--- src/rtl/axi_mst_initiator.sv ---
// rtl/axi_mst_initiator.sv - AXI master initiator: one command at a time, outstanding-limited reads/writes
// Optional macro MST_RLAST_CHK_EN enables read rlast/rid checking with a stored-ID FIFO.
module axi_mst_initiator #(
    parameter int AXI_ADDR_W      = 32,
    parameter int AXI_ID_W        = 4,
    parameter int AXI_DATA_W      = 32,
    parameter int MST_OSTDREQ_NUM = 4
) (
    input  logic                           aclk,
    input  logic                           srst,
    input  logic                           cmd_valid,
    output logic                           cmd_ready,
    input  logic                           cmd_write,
    input  logic [AXI_ADDR_W-1:0]          cmd_addr,
    input  logic [3:0]                     cmd_len,
    input  logic [AXI_ID_W-1:0]            cmd_id,
    output logic                           out_awvalid,
    input  logic                           in_awready,
    output logic [AXI_ADDR_W-1:0]          out_awaddr,
    output logic [3:0]                     out_awlen,
    output logic [2:0]                     out_awsize,
    output logic [1:0]                     out_awburst,
    output logic [AXI_ID_W-1:0]            out_awid,
    output logic                           out_wvalid,
    input  logic                           in_wready,
    output logic [AXI_ID_W-1:0]            out_wid,
    output logic [AXI_DATA_W-1:0]          out_wdata,
    output logic [AXI_DATA_W/8-1:0]        out_wstrb,
    output logic                           out_wlast,
    input  logic                           in_bvalid,
    output logic                           out_bready,
    input  logic [AXI_ID_W-1:0]            in_bid,
    input  logic [1:0]                     in_bresp,
    output logic                           out_arvalid,
    input  logic                           in_arready,
    output logic [AXI_ADDR_W-1:0]          out_araddr,
    output logic [3:0]                     out_arlen,
    output logic [2:0]                     out_arsize,
    output logic [1:0]                     out_arburst,
    output logic [AXI_ID_W-1:0]            out_arid,
    input  logic                           in_rvalid,
    output logic                           out_rready,
    input  logic [AXI_ID_W-1:0]            in_rid,
    input  logic [AXI_DATA_W-1:0]          in_rdata,
    input  logic                           in_rlast,
    output logic [$clog2(MST_OSTDREQ_NUM):0] rd_ostd_cnt,
    output logic [$clog2(MST_OSTDREQ_NUM):0] wr_ostd_cnt,
    output logic                           err_bresp,
    output logic                           err_rlast,
    output logic                           idle
);

    localparam int CW = $clog2(MST_OSTDREQ_NUM) + 1;
    localparam int PW = (MST_OSTDREQ_NUM > 1) ? $clog2(MST_OSTDREQ_NUM) : 1;
    localparam int SW = (AXI_ADDR_W > AXI_DATA_W) ? AXI_ADDR_W : AXI_DATA_W;
    localparam logic [2:0]    AXSIZE   = 3'($clog2(AXI_DATA_W / 8));
    localparam logic [CW-1:0] OSTD_MAX = CW'(MST_OSTDREQ_NUM);

    typedef enum logic [1:0] {S_IDLE, S_AR, S_AW, S_W} state_t;

    state_t                state, state_nxt;
    logic [AXI_ADDR_W-1:0] lat_addr;
    logic [3:0]            lat_len;
    logic [AXI_ID_W-1:0]   lat_id;
    logic [3:0]            wbeat;
    logic [3:0]            rbeat;
    logic [CW-1:0]         rd_cnt, wr_cnt;
    logic [PW-1:0]         wptr, rptr;
    logic [3:0]            len_mem [MST_OSTDREQ_NUM];
    logic [SW-1:0]         wsum;
    logic                  cmd_fire, ar_fire, aw_fire, w_fire, w_done, b_fire, r_fire, r_done;

    assign cmd_ready = !srst && (state == S_IDLE) &&
                       (cmd_write ? (wr_cnt < OSTD_MAX) : (rd_cnt < OSTD_MAX));
    assign out_bready = !srst && (wr_cnt != '0);
    assign out_rready = !srst && (rd_cnt != '0);

    assign cmd_fire = cmd_valid && cmd_ready;
    assign ar_fire  = out_arvalid && in_arready;
    assign aw_fire  = out_awvalid && in_awready;
    assign w_fire   = out_wvalid && in_wready;
    assign w_done   = w_fire && out_wlast;
    assign b_fire   = in_bvalid && out_bready;
    assign r_fire   = in_rvalid && out_rready;
    assign r_done   = r_fire && in_rlast;

    assign wsum        = SW'(lat_addr) + SW'(wbeat);
    assign out_wdata   = wsum[AXI_DATA_W-1:0];
    assign out_awaddr  = lat_addr;
    assign out_araddr  = lat_addr;
    assign out_awlen   = lat_len;
    assign out_arlen   = lat_len;
    assign out_awid    = lat_id;
    assign out_arid    = lat_id;
    assign out_wid     = lat_id;
    assign rd_ostd_cnt = rd_cnt;
    assign wr_ostd_cnt = wr_cnt;
    assign idle        = (state == S_IDLE) && (rd_cnt == '0) && (wr_cnt == '0);

    always_comb begin
        state_nxt   = state;
        out_arvalid = 1'b0;
        out_awvalid = 1'b0;
        out_wvalid  = 1'b0;
        out_wlast   = 1'b0;
        out_wstrb   = '0;
        out_arsize  = 3'd0;
        out_arburst = 2'b00;
        out_awsize  = 3'd0;
        out_awburst = 2'b00;
        case (state)
            S_IDLE: if (cmd_fire) state_nxt = cmd_write ? S_AW : S_AR;
            S_AR: begin
                out_arvalid = 1'b1;
                out_arsize  = AXSIZE;
                out_arburst = 2'b01;
                if (in_arready) state_nxt = S_IDLE;
            end
            S_AW: begin
                out_awvalid = 1'b1;
                out_awsize  = AXSIZE;
                out_awburst = 2'b01;
                if (in_awready) state_nxt = S_W;
            end
            S_W: begin
                out_wvalid = 1'b1;
                out_wstrb  = '1;
                out_wlast  = (wbeat == lat_len);
                if (in_wready && out_wlast) state_nxt = S_IDLE;
            end
            default: state_nxt = S_IDLE;
        endcase
    end

    always_ff @(posedge aclk) begin
        if (srst) begin
            state     <= S_IDLE;
            lat_addr  <= '0;
            lat_len   <= '0;
            lat_id    <= '0;
            wbeat     <= '0;
            rbeat     <= '0;
            rd_cnt    <= '0;
            wr_cnt    <= '0;
            wptr      <= '0;
            rptr      <= '0;
            err_bresp <= 1'b0;
        end else begin
            state <= state_nxt;
            if (cmd_fire) begin
                lat_addr <= cmd_addr;
                lat_len  <= cmd_len;
                lat_id   <= cmd_id;
            end
            if (aw_fire)      wbeat <= '0;
            else if (w_fire)  wbeat <= wbeat + 4'd1;
            if (r_done)       rbeat <= '0;
            else if (r_fire)  rbeat <= rbeat + 4'd1;
            // Simultaneous issue and retire cancel out, leaving the count unchanged.
            case ({ar_fire, r_done})
                2'b10:   rd_cnt <= rd_cnt + CW'(1);
                2'b01:   rd_cnt <= rd_cnt - CW'(1);
                default: rd_cnt <= rd_cnt;
            endcase
            case ({w_done, b_fire})
                2'b10:   wr_cnt <= wr_cnt + CW'(1);
                2'b01:   wr_cnt <= wr_cnt - CW'(1);
                default: wr_cnt <= wr_cnt;
            endcase
            if (ar_fire) wptr <= wptr + PW'(1);
            if (r_done)  rptr <= rptr + PW'(1);
            if (b_fire && (in_bresp != 2'b00)) err_bresp <= 1'b1;
        end
    end

    always_ff @(posedge aclk) begin
        if (ar_fire) len_mem[wptr] <= lat_len;
    end

`ifdef MST_RLAST_CHK_EN
    logic [AXI_ID_W-1:0] id_mem [MST_OSTDREQ_NUM];
    logic                rd_err;

    assign rd_err = (in_rlast != (rbeat == len_mem[rptr])) || (in_rid != id_mem[rptr]);

    always_ff @(posedge aclk) begin
        if (ar_fire) id_mem[wptr] <= lat_id;
    end

    always_ff @(posedge aclk) begin
        if (srst)                  err_rlast <= 1'b0;
        else if (r_fire && rd_err) err_rlast <= 1'b1;
    end

    logic unused_inputs;
    assign unused_inputs = ^{in_bid, in_rdata};
`else
    assign err_rlast = 1'b0;

    // Length FIFO and beat counter are only consulted by the optional read check.
    logic unused_inputs;
    assign unused_inputs = ^{in_bid, in_rdata, in_rid, rbeat, len_mem[rptr]};
`endif

endmodule

--- config.mk ---
export PLATFORM = sky130hd
export DESIGN_NAME = axi_mst_initiator
export DESIGN_NICKNAME = d
export VERILOG_FILES = /design/src/rtl/axi_mst_initiator.sv
export SDC_FILE = /design/constraint.sdc
export NUM_CORES = 1
export LEC_CHECK = 0
export CAP_MARGIN = 40
export CORE_UTILIZATION = 35
export CTS_CLUSTER_SIZE = 24
export DETAILED_ROUTE_END_ITERATION = 6
export GPL_ROUTABILITY_DRIVEN = 0
export PLACE_DENSITY = 0.81
export SYNTH_ARGS = -nofsm -noshare
export SYNTH_HDL_FRONTEND = slang
export SYNTH_SLANG_ARGS = --single-unit
--- constraint.sdc ---
create_clock -name aclk -period 2.95 [get_ports aclk]
set_input_delay 0.59 -clock aclk [delete_from_list [all_inputs] [get_ports aclk]]
set_output_delay 0.59 -clock aclk [all_outputs]
set_load 0.02 [all_outputs]
# Word level (Yosys, flattened, before mapping)

Index checks and enable logic that the tools add are counted.
Widths: inputs -> output; s select.

Bits in writable memories: 0
Flip-flop bits (word level): 53
Bits in latches: 0
Bits in read-only memories: 0
Output and inout port bits: 146
Input port bits: 92
Memories kept: 0
Logic and storage cells: 73

Shift operators: 0
Bitwise logic cells: 0
Magnitude comparators: 2
Multiplexer cells: 18
Divide/modulo/power cells: 0
Reductions and logical operators: 27
Equal/unequal tests: 12
Multipliers: 0
$add $sub $neg: 6

Operators by type and width:

| kind                | number |
|---|---|
| $add 32x4->32       | 1 |
| $logic_and 1x1->1   | 16 |
| $mux 2              | 7 |
| $pmux 3 s2          | 2 |
| $eq 2x2->1 const B  | 4 |
| $ne 2x2->1 const B  | 4 |
| $pmux 2 s4          | 1 |
| $mux 1              | 7 |
| $add 3x1->3 const B | 2 |
| $eq 2x1->1 const B  | 3 |
| $logic_not 3->1     | 2 |
| $lt 3x3->1 const B  | 2 |
| $reduce_bool 2->1   | 3 |
| $reduce_bool 3->1   | 2 |
| $sub 3x1->3 const B | 2 |
| $add 4x1->4 const B | 1 |
| $eq 4x4->1          | 1 |
| $mux 4              | 1 |
| $reduce_and 4->1    | 1 |
| $logic_not 2->1     | 1 |
| $reduce_or 2->1     | 1 |
| $logic_not 1->1     | 1 |

# Logic depth before layout (Yosys ltp)

Gate-level depths: netlist of the first run.

Word-level depth: 6
Depth in mapped cells: 11
Mapped depth without buffers: 10

# Least setup slack after synthesis of the first run

OpenSTA, ideal clock, no wires.

Path kind: reg2out
From: register lat_addr[0], in the netlist out_araddr[0]
To: output out_wdata[28]
Cell stages (with the launch flop): 9
Buffers on the path: 1
Setup slack: 0.117 ns
Arrival time: 2.243 ns
Required time: 2.360 ns
Cell sequence: dfxtp_1 > ha_1 > inv_1 > fa_1 > nand2b_1 > a21oi_1 > buf_2 > nand4_1 > xnor2_1

Word-level cells in the longest chain between the ends: 1

Ends and longest elaborated chain:

| element                | RTL line | RTL |
|---|---|---|
| start, declared        | 62       | `logic [AXI_ADDR_W-1:0] lat_addr;` |
| start signal, assigned | 151      | `lat_addr <= cmd_addr;` |
| $add 32x4->32          | 87       | `assign wsum = SW'(lat_addr) + SW'(wbeat);` |
| end, declared          | 27       | `output logic [AXI_DATA_W-1:0] out_wdata,` |

Every way passes these cells.

# Worst setup path after layout of the first run

From: register lat_addr[0], in the netlist out_araddr[0]
To: output out_wdata[6]

The elaborated chain is that of the path after synthesis.

==> results.txt, run 1 <==
----------------------------------------------------
[Place]
  Worst-case setup slack after placement ... -0.0504 ns
  I/O Buffers ... 190
  Half-perimeter wire length after detailed placement ... approximately 7300 um

[Timing]
  Sum of negative setup slack ... 0 ns
  Number of slew-limit violations in the final report ... 0
  Final worst path period need ... between 2 and 3 ns
  Setup Skew ... roughly 0.0040 ns
  Count of endpoints failing hold in the final timing report ... 0
  Setup slack after layout ... between 0.1 and 0.15 ns
  Setup repair after global routing missed its margin ... no
  Worst Hold Margin ... around 0.46 ns
  Highest Clock Rate ... approximately 0.35 GHz
  Number of failing setup endpoints in the final timing report ... 0
  Tcrit/Tclk final ... 0.962

[Detailed routing]
  Routed vias/inst ... approximately 4.7
  First drt pass iteration count ... 4
  DRC ... 0
  Detailed-route via count ... ~3.3k
  Final routed wire length divided by cell count ... ~14 um
  Post-DRT Antenna Nets ... 0
  DRT iter0 DRCs ... 60
  Routed wire length ... between 9000 and 10,000 um

[Synthesis]
  Sequential share of the synthesized area ... 0.316
  Leading post-synthesis cells by cell area ... sky130_fd_sc_hd__dfxtp_1 (32%), sky130_fd_sc_hd__buf_4 (13%), sky130_fd_sc_hd__nand2_1 (10%)
  Number of enable-type register cells in the synthesized netlist ... 0
  Cell variety after synth ... 45
  Synth Instances ... between 400 and 500
  Commonest cells post-synth ... sky130_fd_sc_hd__nand2_1 (90), sky130_fd_sc_hd__buf_4 (60), sky130_fd_sc_hd__dfxtp_1 (53)
  Synthesis warning total ... 0
  Combined area of all synthesized cells ... ~0.0034 mm2
  Primary FF master, synth ... sky130_fd_sc_hd__dfxtp_1
  Yosys top cell area share ... 0.316
  Area leader, netlist ... sky130_fd_sc_hd__dfxtp_1
  Mean Syn Cell Area ... 7.83 um2
  Fraction of synthesis flops using an asynchronous set or reset pin ... 0
  Library cell with the highest instance count after synthesis ... sky130_fd_sc_hd__nand2_1
  FF+latch count, synth ... between 50 and 60

[Setup path]
  CP required ... 2.36 ns
  Crit path kind ... flip-flop to output port
  Critical path peak fanout ... 7
  WP data arrival ... around 2.3 ns
  CP endpoint kind ... output port
  Crit start category ... flip-flop

[Outcome]
  Run status ... finished clean

[Global routing]
  Grt total ovfl ... 0
  Number of antenna violations at the first check in global routing ... 0
  Vias in the first global route ... about 3.2k
  Total GRT Usage ... 0.187
  Wire length of the first global-routing pass ... 15,200 um
  Maximum number of pins on one net before global-route repair ... 31

[Clocking]
  Number of buffers between clock root and the deepest sink ... 2
  Level count of the clock H-tree ... 2
  Count of clock tree sinks ... 53
  Clock tree from TritonCTS ... yes
  Clock insertion delay at the later pin of the skew report ... approximately 0.30 ns
  CTS Hold Buffers Added ... 0
  Clock-pin slew on the worst setup and hold paths ... 0.10 ns
  Clk root buf ... sky130_fd_sc_hd__clkbuf_8
  Number of buffers created by CTS ... 5

[Floorplan]
  Number of top-level pins ... 238
  Area inside the core boundary ... a little over 0.009 mm2
  Die boundary height ... 100 um
  Horizontal extent of the die ... about 100 um
  Overall die area ... around 0.010 mm2
  Initial core utilization ... 0.362
  FP Rows ... 35

[Pwr]
  Switch share ... 0.302
  Cell leakage power ... 2.01 nW
  Internal power of the cells ... 1.28 mW
  Fraction of power consumed by the clock network ... 0.281
  Worst VDD drop ... approximately 0.20 mV
  Power density relative to cell area ... 360 mW/mm2
  NetSw ... ~0.55 mW
  Logic gate share of total power ... 0.286
  Sequential share of power ... 0.433

[Layout]
  Relative area change from synthesis to final layout ... 52.0%
  Final antenna diode count ... 0
  # nets final ... between 600 and 700
  Fraction of layout instances using a drive strength above 1 ... 0.104

[Min path]
  Worst min path class ... flip-flop to flip-flop

[Run]
  # Max-Cap Violations ... 0

----------------------------------------------------
final timing paths:
kind / start / endpoint / slack (ns) / cells after the start
worst max-delay path: out_araddr[0] / out_wdata[6] / 0.11 / 10
worst min register to register: err_bresp / err_bresp / 0.46 / 2
worst min-delay path: err_bresp / err_bresp / 0.46 / 2
worst max register to register: state[1] / wr_ostd_cnt[2] / 0.65 / 10
logic make-up after synthesis:
kind of cell,Yosys count,share of synthesized area
simple gates,167,0.245
mux,2,0.00633
buf+inv,94,0.184
other cells,1,0.00112
xor+xnor,40,0.104
flops,53,0.316
fa+ha+maj,10,0.0439
compound gates,62,0.0998
cell usage in the layout, fill, tap and decap left out, types with 2 or more instances in the layout:
cell	instances
sky130_fd_sc_hd__xnor2_1	31
sky130_fd_sc_hd__dfxtp_1	51
sky130_fd_sc_hd__xor2_1	9
sky130_fd_sc_hd__buf_2	13
sky130_fd_sc_hd__or3_1	3
sky130_fd_sc_hd__a21o_1	2
sky130_fd_sc_hd__nand2_1	90
sky130_fd_sc_hd__nand3b_1	2
sky130_fd_sc_hd__fa_1	2
sky130_fd_sc_hd__clkbuf_8	6
sky130_fd_sc_hd__conb_1	7
sky130_fd_sc_hd__and3_1	10
sky130_fd_sc_hd__inv_1	13
sky130_fd_sc_hd__and2_1	3
sky130_fd_sc_hd__nand3_1	10
sky130_fd_sc_hd__o21ai_0	4
sky130_fd_sc_hd__nor2b_1	3
sky130_fd_sc_hd__nand4b_1	2
sky130_fd_sc_hd__ha_1	7
sky130_fd_sc_hd__a21oi_1	48
sky130_fd_sc_hd__nor2_1	16
sky130_fd_sc_hd__nor3_1	3
sky130_fd_sc_hd__dfxtp_2	2
sky130_fd_sc_hd__nand4_1	14
sky130_fd_sc_hd__dlygate4sd2_1	13
sky130_fd_sc_hd__and4_1	2
sky130_fd_sc_hd__clkdlybuf4s50_1	161
sky130_fd_sc_hd__buf_4	24
metal layers:
metal  up-vias  share of wire  global-route usage
li1       1640              -                   -
met1      1534           0.41               0.215
met2       114           0.53               0.356
met3        10          0.056              0.0286
met4         0          0.010              0.0502
met5         -              0                   0
registers in the layout, summed over array words and instances (netlist names):
name,flops
wbeat,4
wr_ostd_cnt,3
state,2
out_arlen,4
err_bresp,1
out_araddr,32
out_arid,4
rd_ostd_cnt,3
layout make-up:
type / instances / area (um2)
clock buffers: 7 / 86.3
clock inverters: 1 / 30.0
fillers: 855 / 4180
inverters: 14 / 52.6
multi-input cells: 288 / 1720
flip-flops and latches: 53 / 1060
well taps: 129 / 161
repair buffers: 213 / 1990
repair_timing:
item                       in CTS  in global routing
setup buffers                   1                  0
setup endpoints to repair      28                 15
gates resized for setup        83                 10
pin swaps                       1                  2
gates cloned                    1                  0
stage by stage:
step / instance area [um2] / instances / total power [mW] / utilization
global placement: 5030 / 695 / 1.34 / 0.542
finish: 5100 / 705 / 1.84 / 0.550
CTS: 5130 / 705 / 1.86 / 0.552
global route: 5100 / 705 / 1.92 / 0.550
detailed placement: 5030 / 695 / 1.35 / 0.542
floorplan: 3380 / 435 / 1.12 / -
power groups by stage:
| stage | clock network [mW] | logic (mW) | registers [mW] |
|---|---|---|---|
| final | 0.516 | 0.524 | 0.795 |
| after global routing | 0.561 | 0.560 | 0.801 |
| after CTS | 0.533 | 0.531 | 0.795 |
| after detailed placement | 0 | 0.542 | 0.811 |
| after global placement | 0 | 0.534 | 0.808 |
| after floorplan | 0 | 0.277 | 0.840 |
critical path: stages, from the launching register on:
cell,delay (ns)
sky130_fd_sc_hd__dfxtp_2,0.34
sky130_fd_sc_hd__ha_1,0.16
sky130_fd_sc_hd__inv_1,0.06
sky130_fd_sc_hd__fa_2,0.34
sky130_fd_sc_hd__nand2b_4,0.15
sky130_fd_sc_hd__a21oi_2,0.15
sky130_fd_sc_hd__buf_4,0.14
sky130_fd_sc_hd__buf_6,0.13
sky130_fd_sc_hd__and3_1,0.17
sky130_fd_sc_hd__xor2_1,0.15
sky130_fd_sc_hd__buf_4,0.16
Note: power is estimated with default switching activity, not from simulation.
==> run 2, diff against run 1 <==
--- a/config.mk
+++ b/config.mk
@@ -6,11 +6,13 @@
 export NUM_CORES = 1
 export LEC_CHECK = 0
 export CAP_MARGIN = 40
-export CORE_UTILIZATION = 35
+export CORE_MARGIN = 1
+export CORE_UTILIZATION = 38
 export CTS_CLUSTER_SIZE = 24
 export DETAILED_ROUTE_END_ITERATION = 6
 export GPL_ROUTABILITY_DRIVEN = 0
-export PLACE_DENSITY = 0.81
+export PLACE_DENSITY = 0.87
+export SKIP_LAST_GASP = 1
 export SYNTH_ARGS = -nofsm -noshare
 export SYNTH_HDL_FRONTEND = slang
 export SYNTH_SLANG_ARGS = --single-unit
==> constraint.sdc (replaced) <==
create_clock -name aclk -period 3.5 [get_ports aclk]
set_input_delay 0.7 -clock aclk [delete_from_list [all_inputs] [get_ports aclk]]
set_output_delay 0.7 -clock aclk [all_outputs]
set_load 0.02 [all_outputs]
==> results.txt, run 2 (same netlist as run 1, synthesis figures left out) <==
----------------------------------------------------
[Outcome]
  Run status ... finished clean

[Clocking]
  Number of post-CTS setup repair buffers ... 0 (-1)
  Clock tree from TritonCTS ... yes
  Number of buffers created by CTS ... 5 (unchanged)
  Count of clock tree sinks ... 53 (unchanged)
  Clk root buf ... sky130_fd_sc_hd__clkbuf_8
  CTS Hold Buffers Added ... 0 (unchanged)
  Level count of the clock H-tree ... 2 (unchanged)
  Number of buffers between clock root and the deepest sink ... 2 (unchanged)
  Clock-pin slew on the worst setup and hold paths ... 0.10 ns (about the same)
  Clock insertion delay at the later pin of the skew report ... 0.30 ns (about the same)

[Detailed routing]
  DRT iter0 DRCs ... 64 (+6.7%)
  First drt pass iteration count ... 4 (unchanged)
  Routed vias/inst ... 4.93 (+5.4%)
  Detailed-route via count ... 3,284 (-0.42%)
  Final routed wire length divided by cell count ... 14.2 um (+4.0%)
  Post-DRT Antenna Nets ... 0 (unchanged)
  DRC ... 0 (unchanged)
  Routed wire length ... 9430 um (-1.7%)

[Layout]
  Number of flip-flops under the largest register name ... 32 (unchanged)
  Fraction of layout instances using a drive strength above 1 ... 0.0481 (-0.0560)
  Relative area change from synthesis to final layout ... 48.3%
  Cell area after layout ... 0.00498 mm2 (-2.4%)
  Most common cell after layout, fill and taps aside ... sky130_fd_sc_hd__clkdlybuf4s50_1
  Final core utilization ... 0.594 (+0.0444)
  Highest-count cells in the layout ignoring fill and taps ... sky130_fd_sc_hd__clkdlybuf4s50_1 (175), sky130_fd_sc_hd__nand2_1 (90), sky130_fd_sc_hd__dfxtp_1 (53)
  Final antenna diode count ... 0 (unchanged)
  # nets final ... 662 (-2.2%)

[Floorplan]
  Overall die area ... 0.00922 mm2 (-7.7%)
  FP Rows ... 33 (-5.7%)
  Number of top-level pins ... 238 (unchanged)
  Die boundary height ... 96.0 um (-3.9%)
  Initial core utilization ... 0.401 (+0.0389)
  Horizontal extent of the die ... 96.0 um (-3.9%)
  Area inside the core boundary ... 0.00838 mm2 (-9.7%)

[Global routing]
  Vias in the first global route ... 2,926 (-9.6%)
  Grt total ovfl ... 0 (unchanged)
  Maximum number of pins on one net before global-route repair ... 28 (-9.7%)
  Wire length of the first global-routing pass ... 13,900 um (-8.6%)
  Number of antenna violations at the first check in global routing ... 0 (unchanged)
  Total GRT Usage ... 0.192 (+0.00497)

[Place]
  I/O Buffers ... 190 (unchanged)
  Placed standard-cell area ... 0.00491 mm2 (-2.5%)
  Half-perimeter wire length after detailed placement ... 7210 um (-1.5%)

[Timing]
  Final worst path period need ... 3.32 ns
  Tcrit/Tclk final ... 0.947
  Highest Clock Rate ... slightly above 0.3 GHz
  Setup Skew ... 0.00984 ns (+0.00581 ns)
  Count of endpoints failing hold in the final timing report ... 0 (unchanged)
  Number of failing setup endpoints in the final timing report ... 0 (unchanged)
  Number of slew-limit violations in the final report ... 0 (unchanged)
  Setup repair after global routing missed its margin ... no
  Sum of negative setup slack ... 0 ns (unchanged)

[Run]
  # Max-Cap Violations ... 0 (unchanged)

[Setup path]
  Longest individual stage delay on the worst path ... 0.40 ns (+0.06 ns)
  Crit path kind ... flip-flop to output port
  List of cells traversed by the critical path ... ha_1, inv_1, fa_1, nand2b_1, a21oi_1, buf_4, nand4_1, xnor2_1, dlygate4sd2_1
  Critical path peak fanout ... 14 (+7)
  WP data arrival ... 2.62 ns (+0.37 ns)
  Crit start category ... flip-flop
  CP endpoint kind ... output port
  Slowest stage cell, crit path ... sky130_fd_sc_hd__dfxtp_1
  CP required ... 2.80 ns (+0.44 ns)

[Pwr]
  Cell leakage power ... 1.90 nW (-5.1%)
  Worst VDD drop ... 0.150 mV (-24%)
  Power density relative to cell area ... 291 mW/mm2 (-19%)

[Min path]
  Worst min path class ... flip-flop to flip-flop

----------------------------------------------------
## run 2: changes by cell type in the layout (fill, tap and decap cells not counted), sizes merged, moves of 2 or more
| cell | previous run | this run |
|---|---|---|
| clkinv | 0 | 2 |
| clkdlybuf4s50 | 161 | 175 |
| buf | 38 | 9 |
| dlymetal6s2s | 0 | 2 |
## run 2: power breakdown
group          switching, mW  internal, mW  leakage (nW)  total (mW)
clock                  0.198         0.139        0.0450       0.337
sequential            0.0447         0.630         0.431       0.675
combinational          0.218         0.218          1.43       0.436
total                  0.460         0.987          1.90        1.45
## run 2: final timing paths
check                startpoint              to  slack (ns)  depth (start not counted)
setup / recovery  out_araddr[0]   out_wdata[30]        0.18                          9
hold / removal        err_bresp       err_bresp        0.47                          2
setup reg to reg       state[1]  wr_ostd_cnt[2]        1.15                         10
hold reg to reg       err_bresp       err_bresp        0.47                          2
## run 2: stage by stage
stage	power, mW	hold WS, ns	cells	worst slack [ns]
final	1.45	0.471	666	0.184
after global routing	1.52	0.489	666	0.0533
after CTS	1.47	0.476	666	0.00327
after detailed placement	1.13	0.463	658	0.235
after global placement	1.12	0.434	658	0.272
after floorplan	0.941	0.487	435	0.557
## run 2: critical path, delay by kind of cell, from the launching register on
family / cells / cell delay [ns]
XOR/XNOR: 1 / 0.18
AND/OR/NAND/NOR: 2 / 0.31
AO/OA/AOI/OAI: 1 / 0.14
flip-flops: 1 / 0.40
adder cells (fa/ha/maj): 2 / 0.61
buffers and inverters: 3 / 0.66
## run 2: cell type report
cell class | count | area, um2
Clock buffer | 6 | 72.6
Timing Repair Buffer | 198 | 1950
Sequential cell | 53 | 1060
Fill cell | 772 | 3400
Multi-Input combinational cell | 288 | 1710
Inverter | 14 | 52.6
Tap cell | 105 | 131
Clock inverter | 2 | 10.0
## run 2: what timing repair did
item / CTS / global route
endpoints found under the setup margin: 12 / 12
resized for setup: 12 / 3
pin swaps: 0 / 0
## run 2: routing by layer
metal  vias up  wire length, um  track usage
li1       1607                -            -
met1      1532             3590        0.214
met2       129             5090        0.370
met3        16              580       0.0292
met4         0              172       0.0535
met5         -                0            0
